### src/rtl/comp_tracker_pkg.sv
// Shared types and helpers for the component tracker vector-accumulator sequencer.
package comp_tracker_pkg;

  // Ceiling log2, never less than 1 so a derived index is always at least one bit wide.
  function automatic int unsigned log2c(input int unsigned v);
    int unsigned r;
    r = 1;
    while ((32'd1 << r) < v) r++;
    return r;
  endfunction

  localparam int unsigned DEF_SERIAL_ACC_LEN_BITS = 7;
  localparam int unsigned DEF_N_ANTS              = 32;
  localparam int unsigned SERIAL_ACC_LEN          = 32'd1 << DEF_SERIAL_ACC_LEN_BITS;
  localparam int unsigned ANT_BITS                = log2c(DEF_N_ANTS);

  typedef enum logic {
    StIdle = 1'b0,
    StRun  = 1'b1
  } state_e;

endpackage

### src/rtl/wrap_counter.sv
// Modulo-(MAX+1) counter; i_clr makes the current count read as zero for this cycle.
module wrap_counter #(
  parameter int unsigned W   = 1,
  parameter int unsigned MAX = 1
) (
  input  logic         i_clk,
  input  logic         i_rst,
  input  logic         i_en,
  input  logic         i_clr,
  output logic [W-1:0] o_cnt,
  output logic         o_wrap
);

  logic [W-1:0] r_cnt;
  logic [W-1:0] w_cur;
  logic [W-1:0] w_cnt_d;

  always_comb begin
    w_cur   = i_clr ? '0 : r_cnt;
    o_wrap  = i_en && (w_cur == W'(MAX));
    w_cnt_d = w_cur;
    if (i_en) begin
      w_cnt_d = o_wrap ? '0 : w_cur + W'(1);
    end
  end

  always_ff @(posedge i_clk) begin
    if (i_rst) begin
      r_cnt <= '0;
    end else begin
      r_cnt <= w_cnt_d;
    end
  end

  assign o_cnt = r_cnt;

endmodule

### src/rtl/comp_vacc_ctrl.sv
// Sequencer for the double-buffered component vector accumulator: antenna/pass tracking,
// clear/last strobes, buffer flipping and sync alignment checking.
module comp_vacc_ctrl
  import comp_tracker_pkg::*;
#(
  parameter  int unsigned SERIAL_ACC_LEN_BITS = DEF_SERIAL_ACC_LEN_BITS,
  parameter  int unsigned N_ANTS              = DEF_N_ANTS,
  localparam int unsigned ANT_BITS_L          = log2c(N_ANTS)
) (
  input  logic                  i_clk,
  input  logic                  i_rst,
  input  logic                  i_sync,
  input  logic                  i_en,
  output logic [ANT_BITS_L-1:0] o_ant_idx,
  output logic                  o_acc_clr,
  output logic                  o_acc_last,
  output logic                  o_acc_vld,
  output logic                  o_wr_buf,
  output logic                  o_buf_swap,
  output logic                  o_rd_ready,
  output logic                  o_sync_err
);

  localparam int unsigned PB       = SERIAL_ACC_LEN_BITS;
  localparam int unsigned PASS_MAX = (32'd1 << PB) - 1;

  state_e                  r_state, w_state_d;
  logic [ANT_BITS_L-1:0]   w_ant_cnt, w_ant_eff;
  logic [PB-1:0]           w_pass_cnt, w_pass_eff;
  logic                    w_ant_wrap, w_win_end;
  logic                    w_run, w_cnt_en, w_at_end, w_zero, w_misalign, w_clr;

  logic [ANT_BITS_L-1:0]   r_ant_idx;
  logic                    r_acc_clr, r_acc_last, r_acc_vld;
  logic                    r_wr_buf, r_buf_swap, r_rd_ready, r_sync_err;

  always_comb begin
    w_run    = (r_state == StRun);
    w_cnt_en = i_en && (w_run || i_sync);
    w_at_end = (w_ant_cnt == ANT_BITS_L'(N_ANTS - 1)) && (w_pass_cnt == PB'(PASS_MAX));
    w_zero   = (w_ant_cnt == '0) && (w_pass_cnt == '0);
    // A sync on the final sample of a window lands on the natural wrap, so it is aligned.
    w_misalign = w_run && i_sync && !w_zero && !(i_en && w_at_end);
    w_clr      = i_sync && (!w_run || w_misalign);
    w_ant_eff  = w_clr ? '0 : w_ant_cnt;
    w_pass_eff = w_clr ? '0 : w_pass_cnt;
  end

  wrap_counter #(
    .W   (ANT_BITS_L),
    .MAX (N_ANTS - 1)
  ) u_ant_cnt (
    .i_clk  (i_clk),
    .i_rst  (i_rst),
    .i_en   (w_cnt_en),
    .i_clr  (w_clr),
    .o_cnt  (w_ant_cnt),
    .o_wrap (w_ant_wrap)
  );

  // The pass counter wraps exactly on the last sample of a window.
  wrap_counter #(
    .W   (PB),
    .MAX (PASS_MAX)
  ) u_pass_cnt (
    .i_clk  (i_clk),
    .i_rst  (i_rst),
    .i_en   (w_ant_wrap),
    .i_clr  (w_clr),
    .o_cnt  (w_pass_cnt),
    .o_wrap (w_win_end)
  );

  always_comb begin
    w_state_d = r_state;
    if (r_state == StIdle && i_sync) begin
      w_state_d = StRun;
    end
  end

  always_ff @(posedge i_clk) begin
    if (i_rst) begin
      r_state    <= StIdle;
      r_ant_idx  <= '0;
      r_acc_clr  <= 1'b0;
      r_acc_last <= 1'b0;
      r_acc_vld  <= 1'b0;
      r_wr_buf   <= 1'b0;
      r_buf_swap <= 1'b0;
      r_rd_ready <= 1'b0;
      r_sync_err <= 1'b0;
    end else begin
      r_state    <= w_state_d;
      r_acc_vld  <= w_cnt_en;
      r_ant_idx  <= w_cnt_en ? w_ant_eff : '0;
      r_acc_clr  <= w_cnt_en && (w_pass_eff == '0);
      r_acc_last <= w_cnt_en && (w_pass_eff == PB'(PASS_MAX));
      r_buf_swap <= w_win_end;
      r_wr_buf   <= r_wr_buf ^ w_win_end;
      if (w_win_end) begin
        r_rd_ready <= 1'b1;
      end else if (w_misalign) begin
        r_rd_ready <= 1'b0;
      end
      r_sync_err <= r_sync_err | w_misalign;
    end
  end

  assign o_ant_idx  = r_ant_idx;
  assign o_acc_clr  = r_acc_clr;
  assign o_acc_last = r_acc_last;
  assign o_acc_vld  = r_acc_vld;
  assign o_wr_buf   = r_wr_buf;
  assign o_buf_swap = r_buf_swap;
  assign o_rd_ready = r_rd_ready;
  assign o_sync_err = r_sync_err;

endmodule

### config.mk
export PLATFORM = sky130hd
export DESIGN_NAME = comp_vacc_ctrl
export DESIGN_NICKNAME = d
export VERILOG_FILES = /design/src/rtl/comp_tracker_pkg.sv /design/src/rtl/wrap_counter.sv /design/src/rtl/comp_vacc_ctrl.sv
export SDC_FILE = /design/constraint.sdc
export NUM_CORES = 1
export LEC_CHECK = 0
export CAP_MARGIN = 20
export CORE_MARGIN = 2
export CORE_UTILIZATION = 50
export CTS_CLUSTER_DIAMETER = 120
export DETAILED_ROUTE_END_ITERATION = 12
export PLACE_DENSITY_LB_ADDON = 0.1
export SLEW_MARGIN = 10
export SYNTH_ARGS = -nofsm -noshare
export SYNTH_HDL_FRONTEND = slang
export SYNTH_SLANG_ARGS = --single-unit
### constraint.sdc
create_clock -name i_clk -period 5.5 [get_ports i_clk]
set_input_delay 0.55 -clock i_clk [delete_from_list [all_inputs] [get_ports i_clk]]
set_output_delay 0.55 -clock i_clk [all_outputs]
set_load 0.005 [all_outputs]
==> results of run 1 <==
[state kept, by name, summed over array words and instances, names as in the netlist]
register,cells
o_acc_vld,1
r_state,1
o_ant_idx,5
u_ant_cnt.o_cnt,5
o_acc_last,1
u_pass_cnt.o_cnt,7
o_acc_clr,1
o_sync_err,1
o_wr_buf,1
o_buf_swap,1
o_rd_ready,1
[logic make-up after synthesis]
| logic type | share of synthesized area, % |
|---|---|
| AO/OA/AOI/OAI | 15.1 |
| XOR/XNOR | 3.08 |
| adder cells (fa/ha/maj) | 4.40 |
| buffers and inverters | 3.96 |
| flip-flops | 44.0 |
| AND/OR/NAND/NOR | 29.6 |
[metal layers]
metal	part of all wire, %	vias to the layer above	routed length [um]
met5	0	-	0
li1	-	508	-
met4	0.93	0	23
met1	49	479	1210
met2	45	34	1100
met3	5.5	4	137
[area by class of cell]
cell class                      count  area, um2  share of cell area (%)
Timing Repair Buffer               16        155                    11.6
Inverter                            7       26.3                    1.96
Sequential cell                    25        500                    37.4
Tap cell                           28       35.0                    2.62
Clock inverter                      1       5.00                   0.374
Multi-Input combinational cell     97        593                    44.3
Clock buffer                        3       22.5                    1.68
[placed cells by master, fill, tap and decap left out, types with 3 or more instances in the layout]
cell type	count
and2_1	3
nand3_1	4
and3_1	6
nor3_1	6
nor2_1	16
clkdlybuf4s50_1	15
inv_1	7
a31oi_1	3
nand4_1	6
ha_1	4
a21oi_1	8
clkbuf_4	3
nand2_1	11
o21ai_0	6
o211ai_1	3
dfxtp_1	25
xor2_1	3
[power by group]
| group | internal, W | switching, W |
|---|---|---|
| logic | 0.00000872 | 0.0000138 |
| registers | 0.000184 | 0.00000235 |
| clock network | 0.0000272 | 0.0000576 |
| total | 0.000220 | 0.0000737 |
[through the flow]
| stage | utilization, % | total power, W | hold slack (ns) | std cells |
|---|---|---|---|---|
| 6_report | 61.1 | 0.000293 | 0.460 | 177 |
| 4_1_cts | 60.8 | 0.000291 | 0.466 | 176 |
| 5_1_grt | 61.1 | 0.000300 | 0.511 | 177 |
| 3_3_place_gp | 59.6 | 0.000211 | 0.437 | 172 |
| 2_1_floorplan | - | 0.000203 | 0.442 | 133 |
| 3_5_place_dp | 59.6 | 0.000211 | 0.442 | 172 |
[critical path, stage by stage]
cell and delay (ns):
clkdlybuf4s50_1 0.49, nand4_1 0.17, o41ai_4 0.43, a21o_2 0.32
and2_1 0.17, ha_1 0.19, nand2_1 0.06, nor3_1 0.14
ha_1 0.29, inv_1 0.08, nor2_1 0.39, nand2_1 0.16
or3_1 0.33, a21oi_1 0.16
[worst min path at each step]
stage | to | slack (ns)
floorplan | o_sync_err$_SDFF_PP0_ | 0.44
global placement | o_sync_err$_SDFF_PP0_ | 0.44
detailed placement | o_sync_err$_SDFF_PP0_ | 0.44
CTS | o_sync_err$_SDFF_PP0_ | 0.47
global route | o_sync_err$_SDFF_PP0_ | 0.51
finish | o_sync_err$_SDFF_PP0_ | 0.46
[Yosys cell counts, drive strengths merged (3+ instances only)]
master / instances
nor3: 6
clkbuf: 3
xor2: 3
nand3: 4
and2: 3
o21ai: 6
nand4: 7
and3: 7
dfxtp: 25
o211ai: 3
nor2: 16
inv: 7
ha: 4
a21oi: 9
a31oi: 3
nand2: 11
==> flow_summary.yaml, run 1 <==
routing:
  viasPerCell: 5.79
  drc: 0
  wl_per_cell_um: 14.0
  vias: 1025
  firstDrtPassIters: 4
  postRouteAntennaNets: 0
  drt_iter0_markers: 24
  routed_wl_mm: 2.47
critical_path:
  critPathKind: "in2reg"
  cp-endpoint: "o_wr_buf$_SDFF_PP0_"
  cp-startpoint: "i_en"
  crit_path_max_fanout: 17
  critPathLaunchType: "input port"
  cp_data_required_time_ns: 5.74
  reg2reg_depth: 13
  r2r_slack_ns: 2.00
  regToRegEndpoint: "o_wr_buf$_SDFF_PP0_"
  r2r_start: "u_pass_cnt.o_cnt[3]$_SDFF_PP0_"
  endpoint_kind: "flip-flop"
  cp.arrival_ns: 3.94
cts:
  path_clk_slew_ns: 0.15
  cts_root_buf: "clkbuf_4"
  cts_buffers: 3
  cts_tree: "done"
  htreeDepth: 1
  clockBufferDepth: 2
  clk_latency_ns: 0.33
  post_cts_buffers: 0
  postCtsHoldBufs: 0
  cts_resized: 0
  cts_num_sinks: 25
floorplan:
  die_area_um2: 2670
  core_um2: 2190
  chipHeight_um: 51.7
  fp-row-count: 17
  start_util_pct: 52.0
  ios: 16
  fp.dieW_um: 51.7
power:
  p_leak_nw: 0.522
  p_per_area_nw_per_um2: 219
  vdd_drop_max_mv: 0.178
placement:
  dp_hpwl_mm: 1.75
  place_congestion: 0.847
  port_buffers: 15
  placed_cell_area_um2: 1310
  place_ws_ns: 1.55
synthesis:
  synth_seq_area_share_pct: 44.0
  synthesis.area_um2: 1140
  synth_edf_count: 0
  ys.flop_type: "dfxtp_1"
  yosysWarnings: 0
  netlist_instances: 133
  yosysTopAreaCell: "dfxtp_1"
  synthesis.nets: 141
  async_flop_share_pct: 0
  synth.area.top_cells: "dfxtp_1 (44%), nor2_1 (5.3%), ha_1 (4.4%)"
  synth-seq-cells: 25
  synth_cell_type_count: 32
  synth_top_area_share_pct: 44.0
  syn_area_per_cell_um2: 8.56
final_layout:
  fin_area_um2: 1340
  n_fill_cell: 203
  nNetsFinal: 158
  syn_to_final_growth_pct: 17.5
  drive_gt1_share_pct: 8.05
  antenna_cells: 0
global_routing:
  grt_pass1_wl_mm: 4.18
  use_met3_pct: 2.87
  grt_use_total_pct: 20.8
  grt_overflow: 0
  grt_pass1_vias: 951
  grt_use_met2_pct: 34.8
  grt_max_degree: 18
  grt_busiest_layer: "met2"
  use_met1_pct: 27.0
  antenna_found_initial: 0
sta:
  layout_setup_ws_ns: 1.81
  skew_ns: 0.0152
  slew_violations: 0
  slew_headroom_pct: 67.1
  rsz0062_at_grt: "false"
  tns_ns: 0
  fin_crit_sh_pct: 67.2
  fmax_mhz: 271
  setup_viol: 0
  worst_slew_pin_slew_ns: 0.492
  period_needed_ns: 3.69
  finalHoldViolations: 0
hold_path:
  hp-class: "reg2reg"
  hold_depth: 2
  hp-start: "o_sync_err$_SDFF_PP0_"
status:
  status: "complete, no violations"
flow_run:
  maxCapViolCount: 0
Note: power is estimated with default switching activity, not from simulation.
==> inputs of run 2 (changes only) <==
CORE_UTILIZATION = 47   (was 50)
clock period = 3.17 ns   (was 5.5 ns; I/O delays follow)
==> run 2 against run 1 <==
Setup slack lost 1.5 ns. Clock skew shrank 0.0098 ns. Sequential power grew 74%. Sequential share of layout area shrank 0.89 points. Combinational power grew 89%. Critical endpoint is now o_rd_ready$_SDFFE_PP0P_. Highest routed layer unchanged. Largest power group unchanged. First-iteration DRC count grew 38%. Via count grew 0.59%. Largest cell class unchanged. Count of clock-buffer cells in the layout is the same. Design area grew 2.4%.
==> flow_summary.yaml, run 2 (synthesis gave the netlist of run 1 again) <==
cts:
  cts_num_sinks: 25
  clk_latency_ns: 0.32
  postCtsHoldBufs: 0
  cts_tree: "done"
  cts_buffers: 3
  htreeDepth: 1
  cts_root_buf: "clkbuf_4"
  cts_resized: 0
  clockBufferDepth: 2
  path_clk_slew_ns: 0.14
  post_cts_buffers: 0
placement:
  dp.cells: 177
  placed_cell_area_um2: 1340
  dp_hpwl_mm: 1.77
  port_buffers: 15
  place_congestion: 0.860
critical_path:
  crit_path_max_fanout: 3
  critPathLaunchType: "input port"
  endpoint_kind: "flip-flop"
  critPathKind: "in2reg"
  cp_data_required_time_ns: 3.43
  cp.arrival_ns: 3.13
sta:
  fin_crit_sh_pct: 90.4
  worst_slew_pin_slew_ns: 0.447
  period_needed_ns: 2.87
  fmax_mhz: 349
  tns_ns: 0
  slew_headroom_pct: 70.1
  setup_viol: 0
  skew_ns: 0.00541
  finalHoldViolations: 0
  rsz0062_at_grt: "false"
  slew_violations: 0
power:
  p_per_area_nw_per_um2: 371
  p_leak_nw: 0.543
  vdd_drop_max_mv: 0.342
  power_w: 0.000508
routing:
  firstDrtPassIters: 4
  drt_iter0_markers: 33
  drc: 0
  postRouteAntennaNets: 0
  vias: 1031
  routed_wl_mm: 2.45
  viasPerCell: 5.70
  wl_per_cell_um: 13.6
floorplan:
  core_um2: 2250
  fp-row-count: 17
  die_area_um2: 2830
  chipHeight_um: 53.2
  ios: 16
  start_util_pct: 50.5
  fp.dieW_um: 53.2
final_layout:
  layout_commonest_cell: "dfxtp_1"
  final_cell_mix: "dfxtp_1 (25), nor2_1 (16), clkdlybuf4s50_1 (15)"
  fin_area_um2: 1370
  largest_reg_flops: 7
  nNetsFinal: 162
  drive_gt1_share_pct: 10.5
  stdcell_count: 181
  fin_util_pct: 60.8
  antenna_cells: 0
  syn_to_final_growth_pct: 20.3
global_routing:
  grt_max_degree: 17
  grt_pass1_vias: 966
  antenna_found_initial: 0
  grt_use_total_pct: 20.3
  grt_pass1_wl_mm: 4.17
  grt_overflow: 0
hold_path:
  hp-class: "reg2reg"
status:
  status: "complete, no violations"
flow_run:
  maxCapViolCount: 0
## run 2: cell types whose count changed in the layout (fill, tap and decap cells not counted), sizes merged
| cell | before | now |
|---|---|---|
| buf | 1 | 5 |
## run 2: cell type report
type                    instances  area (um2)
well taps                      28        35.0
clock buffers                   3        22.5
flip-flops and latches         25         500
inverters                       7        26.3
repair buffers                 20         188
clock inverters                 1        5.00
fillers                       214         885
multi-input cells              97         593
## run 2: metrics by stage
stage,setup slack (ns),hold WS (ns)
after global placement,0.0533,0.439
final,0.303,0.456
after floorplan,0.179,0.397
after CTS,0.311,0.464
after detailed placement,-0.0218,0.445
after global routing,0.0884,0.501
## run 2: worst paths after layout
| kind | slack [ns] | cells after the start | from | to |
|---|---|---|---|---|
| hold reg to reg | 0.46 | 2 | o_sync_err$_SDFF_PP0_ | o_sync_err$_SDFF_PP0_ |
| setup reg to reg | 0.31 | 13 | u_pass_cnt.o_cnt[3]$_SDFF_PP0_ | o_rd_ready$_SDFFE_PP0P_ |
| setup / recovery | 0.30 | 14 | i_en | o_rd_ready$_SDFFE_PP0P_ |
| hold / removal | 0.46 | 2 | o_sync_err$_SDFF_PP0_ | o_sync_err$_SDFF_PP0_ |
## run 2: layer usage
| layer | up-vias | GRT usage [%] | share of wire [%] |
|---|---|---|---|
| met3 | 2 | 3.39 | 5.1 |
| li1 | 518 | - | - |
| met2 | 32 | 31.3 | 48 |
| met5 | - | 0 | 0 |
| met1 | 479 | 27.5 | 46 |
| met4 | 0 | 8.97 | 0.61 |
## run 2: critical path, cell delays in order
cell             delay, ns
clkdlybuf4s50_1       0.50
nand4_1               0.18
o41ai_4               0.42
a21o_2                0.15
and2_1                0.12
ha_1                  0.19
nand2_1               0.06
nor3_1                0.15
ha_1                  0.20
inv_1                 0.05
or2_2                 0.32
nor2_1                0.24
a22oi_1               0.13
nor2_1                0.09
## run 2: report_power, final
| group | internal (W) | switching, W | total, W |
|---|---|---|---|
| logic | 0.0000181 | 0.0000244 | 0.0000425 |
| clock network | 0.0000472 | 0.0000957 | 0.000143 |
| registers | 0.000318 | 0.00000417 | 0.000323 |
| total | 0.000384 | 0.000124 | 0.000508 |
==> inputs of run 3 (changes only) <==
CELL_PAD_IN_SITES_DETAIL_PLACEMENT = 2   (was default)
CELL_PAD_IN_SITES_GLOBAL_PLACEMENT = 2   (was default)
CORE_UTILIZATION = 28   (was 47)
==> run 3 against run 2 <==
First-iteration DRC count did not move. Non-clock buffer count rose by 5. Setup slack improved by 0.016 ns. Core utilization fell by 24 points. Critical path type is now reg2reg.
==> flow_summary.yaml, run 3 (synthesis gave the netlist of run 1 again) <==
placement:
  place_ws_ns: -0.178
  place_congestion: 0.815
  dp_hpwl_mm: 2.57
  port_buffers: 15
  placed_cell_area_um2: 1400
  dp.cells: 203
sta:
  finalHoldViolations: 0
  fin_crit_sh_pct: 89.9
  setup_viol: 0
  period_needed_ns: 2.85
  rsz0062_at_grt: "false"
  worst_slew_pin_slew_ns: 0.550
  fmax_mhz: 351
  layout_setup_ws_ns: 0.319
  whs_ns: 0.461
  slew_violations: 0
  skew_ns: 0.00435
  slew_headroom_pct: 63.3
routing:
  firstDrtPassIters: 4
  viasPerCell: 5.06
  drc: 0
  drt_iter0_markers: 33
  postRouteAntennaNets: 0
  routed_wl_mm: 3.39
  vias: 1053
  wl_per_cell_um: 16.3
critical_path:
  crit_path_max_fanout: 7
  cp-startpoint: "u_pass_cnt.o_cnt[3]$_SDFF_PP0_"
  regToRegEndpoint: "u_pass_cnt.o_cnt[3]$_SDFF_PP0_"
  cp_data_required_time_ns: 3.38
  cp-endpoint: "u_pass_cnt.o_cnt[3]$_SDFF_PP0_"
  endpoint_kind: "flip-flop"
  r2r_start: "u_pass_cnt.o_cnt[3]$_SDFF_PP0_"
  critPathLaunchType: "flip-flop"
  cp.arrival_ns: 3.06
  critPathKind: "reg2reg"
  r2r_slack_ns: 0.32
  reg2reg_depth: 14
status:
  status: "complete, no violations"
cts:
  clockBufferDepth: 2
  cts_buffers: 3
  path_clk_slew_ns: 0.10
  clk_latency_ns: 0.27
  cts_tree: "done"
  htreeDepth: 1
  cts_root_buf: "clkbuf_8"
  cts_num_sinks: 25
final_layout:
  nNetsFinal: 167
  antenna_cells: 0
  drive_gt1_share_pct: 13.9
  layout_commonest_cell: "dfxtp_1"
  fin_area_um2: 1460
  largest_reg_flops: 7
  stdcell_count: 208
  final_cell_mix: "dfxtp_1 (25), nor2_1 (15), clkdlybuf4s50_1 (15)"
  syn_to_final_growth_pct: 28.1
floorplan:
  ios: 16
  fp-row-count: 23
  fp.dieW_um: 67.8
  core_um2: 3940
  start_util_pct: 28.9
  die_area_um2: 4590
  chipHeight_um: 67.8
flow_run:
  maxCapViolCount: 0
global_routing:
  grt_use_total_pct: 17.1
  grt_overflow: 0
  grt_pass1_wl_mm: 5.75
  antenna_found_initial: 0
  grt_pass1_vias: 1130
  grt_max_degree: 17
power:
  vdd_drop_max_mv: 0.128
  p_seq_share_pct: 56.4
  p_sw_w: 0.000144
  power_w: 0.000571
  p_clk_share_pct: 35.2
  swShare_pct: 25.2
  p_per_area_nw_per_um2: 391
  p_int_w: 0.000427
  combinationalPowerShare_pct: 8.4
  p_leak_nw: 0.574
hold_path:
  hp-class: "reg2reg"
-- run 3: worst max-delay path, stage by stage, from the launching register on --
cell,delay [ns]
dfxtp_1,0.45
nand4_2,0.20
o41ai_4,0.45
a21o_2,0.17
and2_1,0.13
ha_1,0.17
nand2_1,0.06
nor3_1,0.17
ha_1,0.21
inv_1,0.06
nor2_1,0.13
buf_4,0.17
nand4_1,0.13
xor2_1,0.17
nor3_1,0.12
-- run 3: final cells by class --
class,count,area [um2]
tap,50,62.6
fill,454,2480
clock inverter,1,7.51
clock buffer,3,41.3
multi-input combinational,97,596
inverter,7,26.3
timing repair buffer,25,225
sequential,25,500
-- run 3: power groups by stage --
stage / Clock (W) / Sequential, W / Combinational [W]
CTS: 0.000208 / 0.000322 / 0.0000477
floorplan: 0 / 0.000329 / 0.0000243
global route: 0.000225 / 0.000323 / 0.0000537
finish: 0.000201 / 0.000322 / 0.0000480
detailed placement: 0 / 0.000329 / 0.0000474
global placement: 0 / 0.000329 / 0.0000463
-- run 3: worst min path at each step --
stage / to / from / cells after the start
6_report: o_sync_err$_SDFF_PP0_ / o_sync_err$_SDFF_PP0_ / 2
5_1_grt: o_sync_err$_SDFF_PP0_ / o_sync_err$_SDFF_PP0_ / 2
4_1_cts: o_sync_err$_SDFF_PP0_ / o_sync_err$_SDFF_PP0_ / 2
3_5_place_dp: o_sync_err$_SDFF_PP0_ / o_sync_err$_SDFF_PP0_ / 2
3_3_place_gp: o_sync_err$_SDFF_PP0_ / o_sync_err$_SDFF_PP0_ / 2
2_1_floorplan: r_state$_SDFFE_PP0P_ / i_rst / 1
-- run 3: through the flow --
stage,utilization (%),setup TNS (ns)
final,37.0,0
after global routing,37.0,0
after CTS,36.8,0
after detailed placement,35.5,-0.573
after global placement,35.5,-0.521
after floorplan,-,0
-- run 3: repair_timing --
action,in CTS,in global routing
gates resized for setup,0,1
endpoints found under the hold margin,0,0
buffers inserted,0,1
endpoints found under the setup margin,0,5
hold buffers,0,0
-- run 3: metal layers --
metal / vias to the layer above / global-route usage, % / wire length (um)
li1: 525 / - / -
met3: 5 / 2.50 / 71
met1: 508 / 22.6 / 1640
met4: 0 / 6.00 / 47
met2: 15 / 28.3 / 1630
met5: - / 0 / 0
